**src/rtl/als_pkg.sv**
```systemverilog
// Shared constants and types for the ambient-light display path:
// BCD layout, conversion FSM encoding and 7-segment codes.
package als_pkg;

    localparam int unsigned BIN_W     = 8;
    localparam int unsigned BCD_W     = 4;
    localparam int unsigned NUM_DIG   = 3;
    localparam int unsigned BCD_TOT_W = BCD_W * NUM_DIG;
    localparam int unsigned SR_W      = BCD_TOT_W + BIN_W;
    localparam int unsigned SEG_W     = 7;
    localparam int unsigned AN_W      = 4;

    typedef struct packed {
        logic [BCD_W-1:0] hun;
        logic [BCD_W-1:0] ten;
        logic [BCD_W-1:0] uni;
    } bcd_t;

    localparam logic [1:0] IDLE  = 2'd0;
    localparam logic [1:0] SHIFT = 2'd1;
    localparam logic [1:0] DONE  = 2'd2;

    localparam logic [SEG_W-1:0] SEG_0     = 7'h40;
    localparam logic [SEG_W-1:0] SEG_1     = 7'h79;
    localparam logic [SEG_W-1:0] SEG_2     = 7'h24;
    localparam logic [SEG_W-1:0] SEG_3     = 7'h30;
    localparam logic [SEG_W-1:0] SEG_4     = 7'h19;
    localparam logic [SEG_W-1:0] SEG_5     = 7'h12;
    localparam logic [SEG_W-1:0] SEG_6     = 7'h02;
    localparam logic [SEG_W-1:0] SEG_7     = 7'h78;
    localparam logic [SEG_W-1:0] SEG_8     = 7'h00;
    localparam logic [SEG_W-1:0] SEG_9     = 7'h10;
    localparam logic [SEG_W-1:0] SEG_BLANK = 7'h7F;

    // Digit to active-low cathodes; non-decimal codes go dark.
    function automatic logic [SEG_W-1:0] seg_decode(input logic [BCD_W-1:0] d);
        case (d)
            4'd0:    return SEG_0;
            4'd1:    return SEG_1;
            4'd2:    return SEG_2;
            4'd3:    return SEG_3;
            4'd4:    return SEG_4;
            4'd5:    return SEG_5;
            4'd6:    return SEG_6;
            4'd7:    return SEG_7;
            4'd8:    return SEG_8;
            4'd9:    return SEG_9;
            default: return SEG_BLANK;
        endcase
    endfunction

    // One double-dabble iteration: add 3 to nibbles >= 5, then shift left.
    function automatic logic [SR_W-1:0] dabble_step(input logic [SR_W-1:0] sr);
        logic [SR_W-1:0] t;
        t = sr;
        for (int unsigned i = 0; i < NUM_DIG; i++) begin
            if (t[BIN_W + BCD_W*i +: BCD_W] >= 4'd5)
                t[BIN_W + BCD_W*i +: BCD_W] = t[BIN_W + BCD_W*i +: BCD_W] + 4'd3;
        end
        return {t[SR_W-2:0], 1'b0};
    endfunction

endpackage

```
**src/rtl/als_display_if.sv**
```systemverilog
// Sample input and BCD/display outputs of the ambient-light display block.
interface als_display_if;
    import als_pkg::*;

    logic [BIN_W-1:0] data;
    bcd_t             bcd;
    logic             bcd_valid;
    logic             busy;
    logic [AN_W-1:0]  an;
    logic [SEG_W-1:0] seg;
    logic             dp;

    modport master (output data, input bcd, bcd_valid, busy, an, seg, dp);
    modport slave  (input data, output bcd, bcd_valid, busy, an, seg, dp);
endinterface

```
**src/rtl/bin2bcd_seq.sv**
```systemverilog
// Sequential 8-bit binary to 3-digit BCD converter (double dabble),
// restarted whenever the input differs from the last converted value.
module bin2bcd_seq
    import als_pkg::*;
(
    input  logic             clk,
    input  logic             rst_n,
    input  logic [BIN_W-1:0] data_i,
    output bcd_t             bcd_o,
    output logic             bcd_valid_o,
    output logic             busy_o
);

    logic [1:0]       state_q, state_d;
    logic [SR_W-1:0]  sr_q, sr_d;
    logic [BIN_W-1:0] last_q, last_d;
    logic [2:0]       iter_q, iter_d;
    bcd_t             bcd_q, bcd_d;
    logic             valid_q, valid_d;
    logic             busy_q, busy_d;

    always_ff @(posedge clk or negedge rst_n) begin
        if (!rst_n) begin
            state_q <= IDLE;
            sr_q    <= '0;
            last_q  <= '0;
            iter_q  <= '0;
            bcd_q   <= '0;
            valid_q <= 1'b0;
            busy_q  <= 1'b0;
        end else begin
            state_q <= state_d;
            sr_q    <= sr_d;
            last_q  <= last_d;
            iter_q  <= iter_d;
            bcd_q   <= bcd_d;
            valid_q <= valid_d;
            busy_q  <= busy_d;
        end
    end

    // bcd_valid is raised on entry to DONE so it spans exactly the DONE cycle.
    always_comb begin
        state_d = state_q;
        sr_d    = sr_q;
        last_d  = last_q;
        iter_d  = iter_q;
        bcd_d   = bcd_q;
        valid_d = 1'b0;
        busy_d  = busy_q;
        case (state_q)
            IDLE: begin
                if (data_i != last_q) begin
                    sr_d    = {BCD_TOT_W'(0), data_i};
                    last_d  = data_i;
                    iter_d  = 3'd0;
                    busy_d  = 1'b1;
                    state_d = SHIFT;
                end
            end
            SHIFT: begin
                sr_d   = dabble_step(sr_q);
                iter_d = iter_q + 3'd1;
                if (iter_q == 3'd7) begin
                    valid_d = 1'b1;
                    state_d = DONE;
                end
            end
            DONE: begin
                bcd_d   = bcd_t'(sr_q[SR_W-1:BIN_W]);
                busy_d  = 1'b0;
                state_d = IDLE;
            end
            default: state_d = IDLE;
        endcase
    end

    assign bcd_o       = bcd_q;
    assign bcd_valid_o = valid_q;
    assign busy_o      = busy_q;

endmodule

```
**src/rtl/als_display.sv**
```systemverilog
// Ambient-light sample to Nexys3 4-digit 7-segment display, with
// leading-zero blanking; the display only ever shows committed results.
module als_display
    import als_pkg::*;
#(
    parameter int unsigned MUX_DIV = 100_000
)(
    input  logic          clk,
    input  logic          rst_n,
    als_display_if.slave  io
);

    localparam int unsigned CNT_W = (MUX_DIV > 2) ? $clog2(MUX_DIV) : 1;

    bcd_t             bcd;
    logic             bcd_valid;
    logic             busy;

    logic [CNT_W-1:0] mux_cnt_q, mux_cnt_d;
    logic [1:0]       dig_q, dig_d;
    logic [AN_W-1:0]  an_q, an_d;
    logic [SEG_W-1:0] seg_q, seg_d;

    bin2bcd_seq u_bin2bcd (
        .clk         (clk),
        .rst_n       (rst_n),
        .data_i      (io.data),
        .bcd_o       (bcd),
        .bcd_valid_o (bcd_valid),
        .busy_o      (busy)
    );

    always_ff @(posedge clk or negedge rst_n) begin
        if (!rst_n) begin
            mux_cnt_q <= '0;
            dig_q     <= 2'd0;
            an_q      <= 4'b1111;
            seg_q     <= SEG_BLANK;
        end else begin
            mux_cnt_q <= mux_cnt_d;
            dig_q     <= dig_d;
            an_q      <= an_d;
            seg_q     <= seg_d;
        end
    end

    // an/seg are decoded from the next digit index so both switch with it.
    always_comb begin
        mux_cnt_d = mux_cnt_q + CNT_W'(1);
        dig_d     = dig_q;
        an_d      = 4'b1111;
        seg_d     = SEG_BLANK;
        if (mux_cnt_q == CNT_W'(MUX_DIV - 1)) begin
            mux_cnt_d = '0;
            dig_d     = dig_q + 2'd1;
        end
        case (dig_d)
            2'd0: begin
                an_d  = 4'b1110;
                seg_d = seg_decode(bcd.uni);
            end
            2'd1: begin
                if (bcd.hun != 4'd0 || bcd.ten != 4'd0) begin
                    an_d  = 4'b1101;
                    seg_d = seg_decode(bcd.ten);
                end
            end
            2'd2: begin
                if (bcd.hun != 4'd0) begin
                    an_d  = 4'b1011;
                    seg_d = seg_decode(bcd.hun);
                end
            end
            default: begin
                an_d  = 4'b1111;
                seg_d = SEG_BLANK;
            end
        endcase
    end

    assign io.bcd       = bcd;
    assign io.bcd_valid = bcd_valid;
    assign io.busy      = busy;
    assign io.an        = an_q;
    assign io.seg       = seg_q;
    assign io.dp        = 1'b1;

endmodule

```
**src/flat_wrapper.sv**
```systemverilog
// flat-port wrapper written by rule: the top's interface ports become plain ports
module als_display_flat import als_pkg::*;
#(
    parameter int unsigned MUX_DIV = 100_000
)
  (clk, rst_n, io_data, io_bcd, io_bcd_valid, io_busy, io_an, io_seg, io_dp);
  als_display_if io_i ();
  input  logic clk;
  input  logic rst_n;
  input wire logic [$bits(io_i.data)-1:0] io_data;
  output wire logic [$bits(io_i.bcd)-1:0] io_bcd;
  output wire logic [$bits(io_i.bcd_valid)-1:0] io_bcd_valid;
  output wire logic [$bits(io_i.busy)-1:0] io_busy;
  output wire logic [$bits(io_i.an)-1:0] io_an;
  output wire logic [$bits(io_i.seg)-1:0] io_seg;
  output wire logic [$bits(io_i.dp)-1:0] io_dp;
  assign io_i.data = io_data;
  assign io_bcd = io_i.bcd;
  assign io_bcd_valid = io_i.bcd_valid;
  assign io_busy = io_i.busy;
  assign io_an = io_i.an;
  assign io_seg = io_i.seg;
  assign io_dp = io_i.dp;
  als_display #(.MUX_DIV(MUX_DIV)) u_core (.clk(clk), .rst_n(rst_n), .io(io_i));
endmodule
```
**config.mk**
```make
export PLATFORM = sky130hd
export DESIGN_NAME = als_display_flat
export DESIGN_NICKNAME = d
export VERILOG_FILES = /design/src/rtl/als_pkg.sv /design/src/rtl/als_display_if.sv /design/src/rtl/bin2bcd_seq.sv /design/src/rtl/als_display.sv /design/src/flat_wrapper.sv
export SDC_FILE = /design/constraint.sdc
export NUM_CORES = 1
export LEC_CHECK = 0
export ABC_CLOCK_PERIOD_IN_PS = 2800
export BUFFER_PORTS_ARGS = -buffer_cell sky130_fd_sc_hd__buf_2
export CAP_MARGIN = 40
export CORE_MARGIN = 3
export CORE_UTILIZATION = 49
export CTS_CLUSTER_DIAMETER = 100
export DETAILED_ROUTE_END_ITERATION = 10
export GPL_TIMING_DRIVEN = 0
export PLACE_DENSITY = 0.67
export RECOVER_POWER = 25
export REMOVE_ABC_BUFFERS = 1
export SYNTH_ARGS = -nofsm -noshare
export SYNTH_HDL_FRONTEND = slang
export SYNTH_SLANG_ARGS = --single-unit
```
**constraint.sdc**
```tcl
create_clock -name clk -period 2.8 [get_ports clk]
set_input_delay 0.56 -clock clk [delete_from_list [all_inputs] [get_ports clk]]
set_output_delay 0.56 -clock clk [all_outputs]
set_load 0.1 [all_outputs]
```
==> impl_summary.txt, run 1 <==
----------------------------------------------------
[Yosys]
  Portion of the post-synthesis area used by sequential elements ... 43.84%
  Gate count of the mapped netlist ... 434
  Number of synthesized register bits ... 76
  Largest area contributor in the netlist ... sky130_fd_sc_hd__dfrtp_1
  Ranking of synthesized cells by area ... sky130_fd_sc_hd__dfrtp_1 (38%), sky130_fd_sc_hd__ha_1 (7.2%), sky130_fd_sc_hd__dfstp_2 (6.0%), sky130_fd_sc_hd__mux2_2 (3.9%), sky130_fd_sc_hd__xor2_1 (3.2%)
  Mean post-synth cell area ... 10.06 µm²
  Primary flip-flop cell chosen by synthesis mapping ... sky130_fd_sc_hd__dfrtp_1
  Synthesized area ... 4367 µm²
  Synth warn ... 0
  FFs w/ async S/R, synth ... 100.0%
  Unique cell type count in the Yosys netlist ... 55
  Share of the synthesized area in the top cell type ... 37.82%
  Number of flops mapped to enable cells by yosys ... 0

[Clock network]
  TritonCTS Buffers ... 9
  Clock root buffer master ... sky130_fd_sc_hd__clkbuf_8
  Clock-pin transition on the worst setup and hold timing paths ... 80 ps
  Clock tree sinks ... 76
  Number of buffers added for setup after CTS ... 0
  CTS tree ... done
  PostCTS Resize Cnt ... 0
  Clock network latency to the later pin of the worst-skew pair ... 350 ps
  Clk buf depth ... 2
  CTS Hold Bufs ... 0
  Level count of the clock H-tree ... 3

[Worst hold path]
  Type of the tightest min-delay check ... input pin to flip-flop
  Min-Delay Startpoint ... io_data[3]

[Critical path]
  Launching instance or port of the critical path ... u_core.mux_cnt_q[0]$_DFF_PN0_
  CP Launch Type ... flip-flop
  Class of the most critical setup path ... flip-flop to flip-flop
  Largest stage delay on the critical path ... 420 ps
  Cell Chain, Critical Path ... ha_1, and3_1, and3_1, and2_4, o32ai_1, o32ai_1
  Worst flop-to-flop path startpoint ... u_core.mux_cnt_q[0]$_DFF_PN0_
  Maximum fanout encountered on the critical timing path ... 27
  Crit path capture type ... flip-flop
  Required arrival time at the worst endpoint ... 3020 ps
  Crit path DAT ... 2530 ps
  Slowest cell on the critical path ... sky130_fd_sc_hd__o32ai_1
  R2R setup slack ... 490 ps

[Power and ir drop]
  Reported leakage power ... 2.098 nW
  Power Dens Cells ... 1249 nW/µm²
  Power, Total ... 0.005992 W
  Max VDD drop ... 0.0005389 V

[Final layout]
  Final Core Density ... 56.94%
  Area Growth Syn to Fin ... 9.828%
  Commonest cells after routing, fill and taps aside ... sky130_fd_sc_hd__dfrtp_1 (66), sky130_fd_sc_hd__buf_2 (32), sky130_fd_sc_hd__nand2_1 (30), sky130_fd_sc_hd__a21oi_1 (27), sky130_fd_sc_hd__o21ai_0 (27)
  Layout Nets ... 494
  Antenna cells ... 0
  Count of fill cells added during filler insertion ... 761
  Post-route cell area ... 4796 µm²
  Share of final-layout standard cells stronger than drive strength 1 ... 17.93%
  Most common library cell in the layout ignoring fill and taps ... sky130_fd_sc_hd__dfrtp_1
  Final instance count without filler cells ... 568

[Drt]
  Average via count per standard cell ... 5.533
  Post-route DRC violation count ... 0
  Drt first pass iters ... 4
  Number of DRC markers in iteration 0 ... 113
  DR vias ... 3143
  Total detailed-routing wirelength ... 8050 µm
  Remaining antenna violation count ... 0
  Routed len/inst ... 14.17 µm

[Global route]
  Initial antenna violation count ... 0
  All-layer global routing usage ... 17.59%
  Via count of the first global-routing pass ... 2975
  Global-route wire length before repair ... 14230 µm
  Largest net degree at the start of global routing ... 40
  Sum of overflow across all layers after global routing ... 0

[Timing]
  Slew Limit Fails ... 38
  Final worst-path setup slack ... 489.7 ps
  Number of hold violations in the final report ... 0
  Least-Margin Pin Slew ... 2051 ps
  Achievable frequency ... 0.4328 GHz
  Setup repair after global routing missed its margin ... false
  Ratio of final minimum period to clock period ... 82.51%
  Normalized max-slew margin ... -36.71%
  Setup Viol. Count Final ... 0
  Post-layout minimum cycle time ... 2310 ps
  Worst Clk Skew ... 10.32 ps

[Placement]
  Weighted congestion at the end of routability-driven global placement ... 0.8248
  Worst slack after detailed placement ... 207.9 ps
  Number of instances in the placed design ... 553
  Detailed-placement wirelength estimate ... 5826 µm
  Placed instance area ... 4569 µm²
  Number of buffers added on ports ... 33

[Die]
  Initial cell density of the core ... 51.84%
  X dimension of the die ... 100.4 µm
  Die height ... 100.4 µm
  Row cnt ... 33
  Number of top-level design ports ... 36
  Core ar. ... 8423 µm²
  Die Area ... 10080 µm²

[Status]
  Run status ... finished, violations left
  Violations in the final reports ... capacitance limit, slew limit

[Run]
  Maximum Capacitance Violations ... 1

----------------------------------------------------
## worst paths after layout
path | depth (start not counted) | end
min in group asynchronous | 1 | u_core.u_bin2bcd.bcd_o[11]$_DFFE_PN0P_
setup reg to reg | 6 | u_core.io.seg[2]$_DFF_PN1_
hold / removal | 2 | u_core.u_bin2bcd.sr_q[3]$_DFFE_PN0P_
setup / recovery | 6 | u_core.io.seg[2]$_DFF_PN1_
max in group asynchronous | 1 | u_core.u_bin2bcd.sr_q[18]$_DFFE_PN0P_
hold reg to reg | 1 | u_core.mux_cnt_q[0]$_DFF_PN0_
## sequential cells by signal, summed over array words and instances, names as in the netlist
name	cells
u_core.dig_q	2
u_core.io.an	3
u_core.io.seg	7
u_core.mux_cnt_q	17
u_core.u_bin2bcd.bcd_o	12
u_core.u_bin2bcd.bcd_valid_o	1
u_core.u_bin2bcd.busy_o	1
u_core.u_bin2bcd.iter_q	3
u_core.u_bin2bcd.last_q	8
u_core.u_bin2bcd.sr_q	20
u_core.u_bin2bcd.state_q	2
## Yosys cell counts (7+ instances only)
| cell type | count |
|---|---|
| sky130_fd_sc_hd__o32ai_1 | 9 |
| sky130_fd_sc_hd__inv_1 | 21 |
| sky130_fd_sc_hd__nand2b_1 | 16 |
| sky130_fd_sc_hd__a21oi_1 | 27 |
| sky130_fd_sc_hd__nor2b_1 | 8 |
| sky130_fd_sc_hd__nand3_1 | 12 |
| sky130_fd_sc_hd__xnor2_1 | 13 |
| sky130_fd_sc_hd__nor2_1 | 23 |
| sky130_fd_sc_hd__dfrtp_1 | 66 |
| sky130_fd_sc_hd__mux2_2 | 15 |
| sky130_fd_sc_hd__dfstp_2 | 10 |
| sky130_fd_sc_hd__nand2_1 | 30 |
| sky130_fd_sc_hd__o22ai_1 | 9 |
| sky130_fd_sc_hd__o21ai_0 | 27 |
| sky130_fd_sc_hd__clkbuf_1 | 15 |
| sky130_fd_sc_hd__ha_1 | 25 |
| sky130_fd_sc_hd__a221o_1 | 7 |
| sky130_fd_sc_hd__and2_1 | 10 |
| sky130_fd_sc_hd__xor2_1 | 16 |
## critical path: cells and delay by family (launching register included)
| family | cells | cell delay (ps) |
|---|---|---|
| and+or+nand+nor | 3 | 1010 |
| AOI/OAI and AO/OA | 2 | 580 |
| DFF | 1 | 380 |
| adders and majority gates | 1 | 220 |
## layer usage
metal | GRT usage [%] | vias to the layer above | wire [µm]
met3 | 3.961 | 9 | 382
li1 | - | 1586 | -
met1 | 23.94 | 1488 | 3750
met4 | 5.907 | 0 | 121
met5 | 0 | - | 0
met2 | 27.83 | 60 | 3796
## cell type report
| type | instances | area, µm² | area share (%) |
|---|---|---|---|
| Multi-Input combinational cell | 314 | 2227 | 46.44 |
| Clock buffer | 11 | 131.4 | 2.739 |
| Sequential cell | 76 | 1914 | 39.92 |
| Timing Repair Buffer | 37 | 214.0 | 4.461 |
| Clock inverter | 4 | 98.84 | 2.061 |
| Inverter | 21 | 78.83 | 1.644 |
| Tap cell | 105 | 131.4 | 2.739 |
## kinds of logic (layout without fill, tap and decap cells)
group           Yosys count  after routing  share of synthesized area (%)
compound gates          100            100                          14.79
xor+xnor                 30             30                          6.447
fa+ha+maj                25             25                          7.163
buf+inv                  45             73                          5.244
flops                    76             76                          43.84
mux                      20             20                          5.301
other cells               1              2                        0.08588
simple gates            137            137                          17.13
## metrics by stage
stage                     hold WS (ps)  TNS (ps)
after floorplan                  264.4         0
after global placement           448.9    -10160
after detailed placement         464.9         0
after CTS                        177.7         0
after global routing             471.2         0
final                            471.0         0
## power by group
part | internal (W) | total, W | switching [W] | leakage (nW)
sequential | 0.00148 | 0.00183 | 0.000350 | 0.949
combinational | 0.00102 | 0.00318 | 0.00216 | 1.04
clock | 0.000590 | 0.000981 | 0.000392 | 0.114
Power figures use the tool's default switching activity.
==> run 2, diff against run 1 <==
--- a/config.mk
+++ b/config.mk
@@ -5,7 +5,8 @@
 export SDC_FILE = /design/constraint.sdc
 export NUM_CORES = 1
 export LEC_CHECK = 0
-export ABC_CLOCK_PERIOD_IN_PS = 2800
+export ABC_AREA = 1
+export ABC_CLOCK_PERIOD_IN_PS = 2200
 export BUFFER_PORTS_ARGS = -buffer_cell sky130_fd_sc_hd__buf_2
 export CAP_MARGIN = 40
 export CORE_MARGIN = 3
@@ -13,7 +14,7 @@
 export CTS_CLUSTER_DIAMETER = 100
 export DETAILED_ROUTE_END_ITERATION = 10
 export GPL_TIMING_DRIVEN = 0
-export PLACE_DENSITY = 0.67
+export PLACE_DENSITY = 0.68
 export RECOVER_POWER = 25
 export REMOVE_ABC_BUFFERS = 1
 export SYNTH_ARGS = -nofsm -noshare
==> constraint.sdc (replaced) <==
create_clock -name clk -period 2.2 [get_ports clk]
set_input_delay 0.44 -clock clk [delete_from_list [all_inputs] [get_ports clk]]
set_output_delay 0.44 -clock clk [all_outputs]
set_load 0.1 [all_outputs]
==> run 2 against run 1 <==
Net effect: the run now ends clean; hold slack worse by 110 ps; via count up 5.5%; sequential cell count is the same.
==> impl_summary.txt, run 2 <==
----------------------------------------------------
[Status]
  Run status ... finished, final reports clean

[Drt]
  Routed len/inst ... 12.22 µm (-14%)
  Top metal layer carrying routed signals ... met4
  Remaining antenna violation count ... 0 (unchanged)
  Number of DRC markers in iteration 0 ... 106 (-6.2%)
  Drt first pass iters ... 4 (unchanged)
  Post-route DRC violation count ... 0 (unchanged)
  WL met2 ... 3794 µm (about the same)
  DR vias ... 3317 (+5.5%)
  Total detailed-routing wirelength ... 8075 µm (+0.31%)
  Wl on met1 ... 3830 µm (+2.1%)
  Average via count per standard cell ... 5.018 (-9.3%)
  Met3 wire len ... 356 µm (-6.8%)

[Power and ir drop]
  Power share of the combinational group ... 52.7% (-0.4 points)
  Max VDD drop ... 0.0006430 V (+19%)
  Reported leakage power ... 2.370 nW (+13%)
  Switching share of total power ... 52.01% (+3.6 points)
  Clock network fraction of design power ... 14.0% (-2.4 points)
  Switching component of the power ... 0.003599 W (+24%)
  Cell Int Power ... 0.003321 W (+7.4%)
  Power Dens Cells ... 1496 nW/µm² (+20%)
  Power, Total ... 0.006920 W (+15%)
  Sequential share of power ... 33.3% (+2.7 points)

[Yosys]
  Gate count of the mapped netlist ... 515 (+19%)
  Synthesized area ... 4170 µm² (-4.5%)
  Share of the synthesized area in the top cell type ... 39.60% (+1.8 points)
  Most common library cells after synthesis ... sky130_fd_sc_hd__nand2_1 (103), sky130_fd_sc_hd__inv_1 (81), sky130_fd_sc_hd__dfrtp_1 (66)
  Ranking of synthesized cells by area ... sky130_fd_sc_hd__dfrtp_1 (40%), sky130_fd_sc_hd__nand2_1 (9.3%), sky130_fd_sc_hd__ha_1 (7.5%), sky130_fd_sc_hd__inv_1 (7.3%), sky130_fd_sc_hd__o21ai_0 (7.1%)
  Number of synthesized register bits ... 76 (unchanged)
  Primary flip-flop cell chosen by synthesis mapping ... sky130_fd_sc_hd__dfrtp_1
  Most frequent cell after synthesis ... sky130_fd_sc_hd__nand2_1
  Synth warn ... 0 (unchanged)
  Largest area contributor in the netlist ... sky130_fd_sc_hd__dfrtp_1
  Portion of the post-synthesis area used by sequential elements ... 45.90% (+2.1 points)
  Unique cell type count in the Yosys netlist ... 35 (-36%)
  Mean post-synth cell area ... 8.098 µm² (-20%)
  Number of flops mapped to enable cells by yosys ... 0 (unchanged)
  FFs w/ async S/R, synth ... 100.0% (unchanged)

[Critical path]
  Class of the most critical setup path ... flip-flop to flip-flop
  Worst Reg2Reg Path Length in Cells ... 9 (+3)
  Slowest cell on the critical path ... sky130_fd_sc_hd__dfrtp_1
  Required arrival time at the worst endpoint ... 2480 ps (-540 ps)
  Cell Chain, Critical Path ... ha_1, nand3_1, nor2_1, nand3_2, nand2_1, nand2_1, inv_1, nand3_1, nand3_1
  CP Launch Type ... flip-flop
  Largest stage delay on the critical path ... 360 ps (-60 ps)
  Most frequent cell on the critical path ... sky130_fd_sc_hd__nand3_1
  Maximum fanout encountered on the critical timing path ... 11 (-59%)
  Worst flop-to-flop path startpoint ... u_core.mux_cnt_q[0]$_DFF_PN0_
  R2R setup slack ... 270 ps (-220 ps)
  Crit path DAT ... 2220 ps (-310 ps)
  Crit path capture type ... flip-flop
  R2r endpoint ... u_core.io.seg[0]$_DFF_PN1_

[Clock network]
  Level count of the clock H-tree ... 3 (unchanged)
  Clock tree sinks ... 76 (unchanged)
  Number of buffers added for setup after CTS ... 0 (unchanged)
  TritonCTS Buffers ... 9 (unchanged)
  Clk buf depth ... 2 (unchanged)
  Clock-pin transition on the worst setup and hold timing paths ... 80 ps (about the same)
  Clock network latency to the later pin of the worst-skew pair ... 340 ps (about the same)
  Clock root buffer master ... sky130_fd_sc_hd__clkbuf_8
  CTS tree ... done

[Die]
  X dimension of the die ... 98.26 µm (-2.1%)
  Die Area ... 9654 µm² (-4.2%)
  Initial cell density of the core ... 50.50% (-1.3 points)
  Row cnt ... 33 (unchanged)
  Number of top-level design ports ... 36 (unchanged)
  Core ar. ... 8258 µm² (-2.0%)
  Die height ... 98.26 µm (-2.1%)

[Run]
  Maximum Capacitance Violations ... 0 (-1)

[Timing]
  Post-layout minimum cycle time ... 1933 ps (-377.0 ps)
  Setup repair after global routing missed its margin ... false
  Slew Limit Fails ... 0 (-100%)
  Final TNS setup ... 0 ps (unchanged)
  Ratio of final minimum period to clock period ... 87.88% (+5.4 points)
  Least-Margin Pin Slew ... 1471 ps (-579.9 ps)
  Number of hold violations in the final report ... 0 (unchanged)
  Setup Viol. Count Final ... 0 (unchanged)
  Worst Clk Skew ... 7.743 ps (-2.572 ps)
  Normalized max-slew margin ... 1.948% (+39 points)
  Achievable frequency ... 0.5172 GHz (+20%)

[Global route]
  Largest net degree at the start of global routing ... 52 (+30%)
  Global-route wire length before repair ... 14260 µm (+0.25%)
  Via count of the first global-routing pass ... 3149 (+5.8%)
  All-layer global routing usage ... 17.95% (+0.36 points)
  Sum of overflow across all layers after global routing ... 0 (unchanged)
  Initial antenna violation count ... 0 (unchanged)

[Worst hold path]
  Number of stages on the worst hold path ... 3 (+1)
  Min-Delay Startpoint ... io_data[0]
  Type of the tightest min-delay check ... input pin to flip-flop
  Worst Hold End ... u_core.u_bin2bcd.sr_q[0]$_DFFE_PN0P_

[Placement]
  Number of buffers added on ports ... 33 (unchanged)
  Detailed-placement wirelength estimate ... 5952 µm (+2.2%)
  Weighted congestion at the end of routability-driven global placement ... 0.8298 (+0.61%)

[Final layout]
  Final Core Density ... 56.03% (-0.91 points)
  Number of flip-flops in the largest register ... 20 (unchanged)
  Most common library cell in the layout ignoring fill and taps ... sky130_fd_sc_hd__nand2_1
  Area Growth Syn to Fin ... 10.95%
  Commonest cells after routing, fill and taps aside ... sky130_fd_sc_hd__nand2_1 (103), sky130_fd_sc_hd__inv_1 (81), sky130_fd_sc_hd__dfrtp_1 (66), sky130_fd_sc_hd__o21ai_0 (59), sky130_fd_sc_hd__nand3_1 (45)
  Biggest register ... u_core.u_bin2bcd.sr_q
  Antenna cells ... 0 (unchanged)
  Layout Nets ... 586 (+19%)
  Share of final-layout standard cells stronger than drive strength 1 ... 14.03% (-3.9 points)

----------------------------------------------------
==> run 2: metrics by stage <==
stage	setup slack (ps)	hold WS [ps]	cells	cell area (µm²)
global route	13.36	359.1	661	4627
floorplan	-4.456	144.4	504	4103
finish	266.7	356.8	661	4627
CTS	6.156	332.8	661	4626
detailed placement	2.436	380.0	644	4437
global placement	-3.896	467.0	642	4399
==> run 2: how the worst max path moves through the flow <==
stage | startpoint | endpoint | slack [ps] | depth (start not counted)
floorplan | u_core.u_bin2bcd.bcd_o[9]$_DFFE_PN0P_ | u_core.io.seg[0]$_DFF_PN1_ | -4 | 8
global route | u_core.mux_cnt_q[0]$_DFF_PN0_ | u_core.io.seg[3]$_DFF_PN1_ | 10 | 9
finish | u_core.mux_cnt_q[0]$_DFF_PN0_ | u_core.io.seg[0]$_DFF_PN1_ | 270 | 9
global placement | u_core.u_bin2bcd.state_q[0]$_DFFE_PN0P_ | u_core.u_bin2bcd.sr_q[17]$_DFFE_PN0P_ | -4 | 5
detailed placement | u_core.u_bin2bcd.state_q[0]$_DFFE_PN0P_ | u_core.u_bin2bcd.sr_q[14]$_DFFE_PN0P_ | 2 | 5
CTS | u_core.u_bin2bcd.state_q[0]$_DFFE_PN0P_ | u_core.u_bin2bcd.sr_q[14]$_DFFE_PN0P_ | 6 | 5
==> run 2: cells by family (layout without fill, tap and decap cells) <==
kind of cell               after synthesis  after routing  share of synthesized area, %
AOI/OAI and AO/OA                      104            104                         13.05
buffers and inverters                   94            134                         9.091
DFF                                     76             76                         45.90
xor gates and xnor gates                 6              6                         1.260
other                                    1              2                       0.08992
adders and majority gates               25             25                         7.501
and+or+nand+nor                        209            209                         23.10
==> run 2: critical path: cells and delay by family (launching register included) <==
family,cells,cell delay [ps]
simple gates,7,1080
flops,1,360
buf+inv,1,240
fa+ha+maj,1,180
==> run 2: final cells by class <==
type	count	area, µm²
fill	771	3631
multi-input combinational	346	1886
tap	105	131.4
inverter	82	307.8
clock inverter	4	23.77
clock buffer	12	155.1
timing repair buffer	36	209.0
sequential	76	1914
==> run 2: per-layer routing <==
layer	GRT usage [%]	up-vias
li1	-	1734
met2	29.63	60
met1	23.64	1514
met4	5.147	0
met5	0	-
met3	4.357	9
==> run 2: repair_timing <==
item,CTS,global route
endpoints found under the setup margin,0,13
gates resized for setup,0,1
endpoints found under the hold margin,6,0
hold buffers,1,0
==> run 2: power by group through the flow <==
stage          sequential (W)  clock, W  combinational (W)
2_1_floorplan         0.00347         0            0.00176
3_3_place_gp          0.00230         0            0.00357
3_5_place_dp          0.00233         0            0.00365
4_1_cts               0.00230   0.00101            0.00366
5_1_grt               0.00238   0.00106            0.00409
6_report              0.00231  0.000968            0.00364
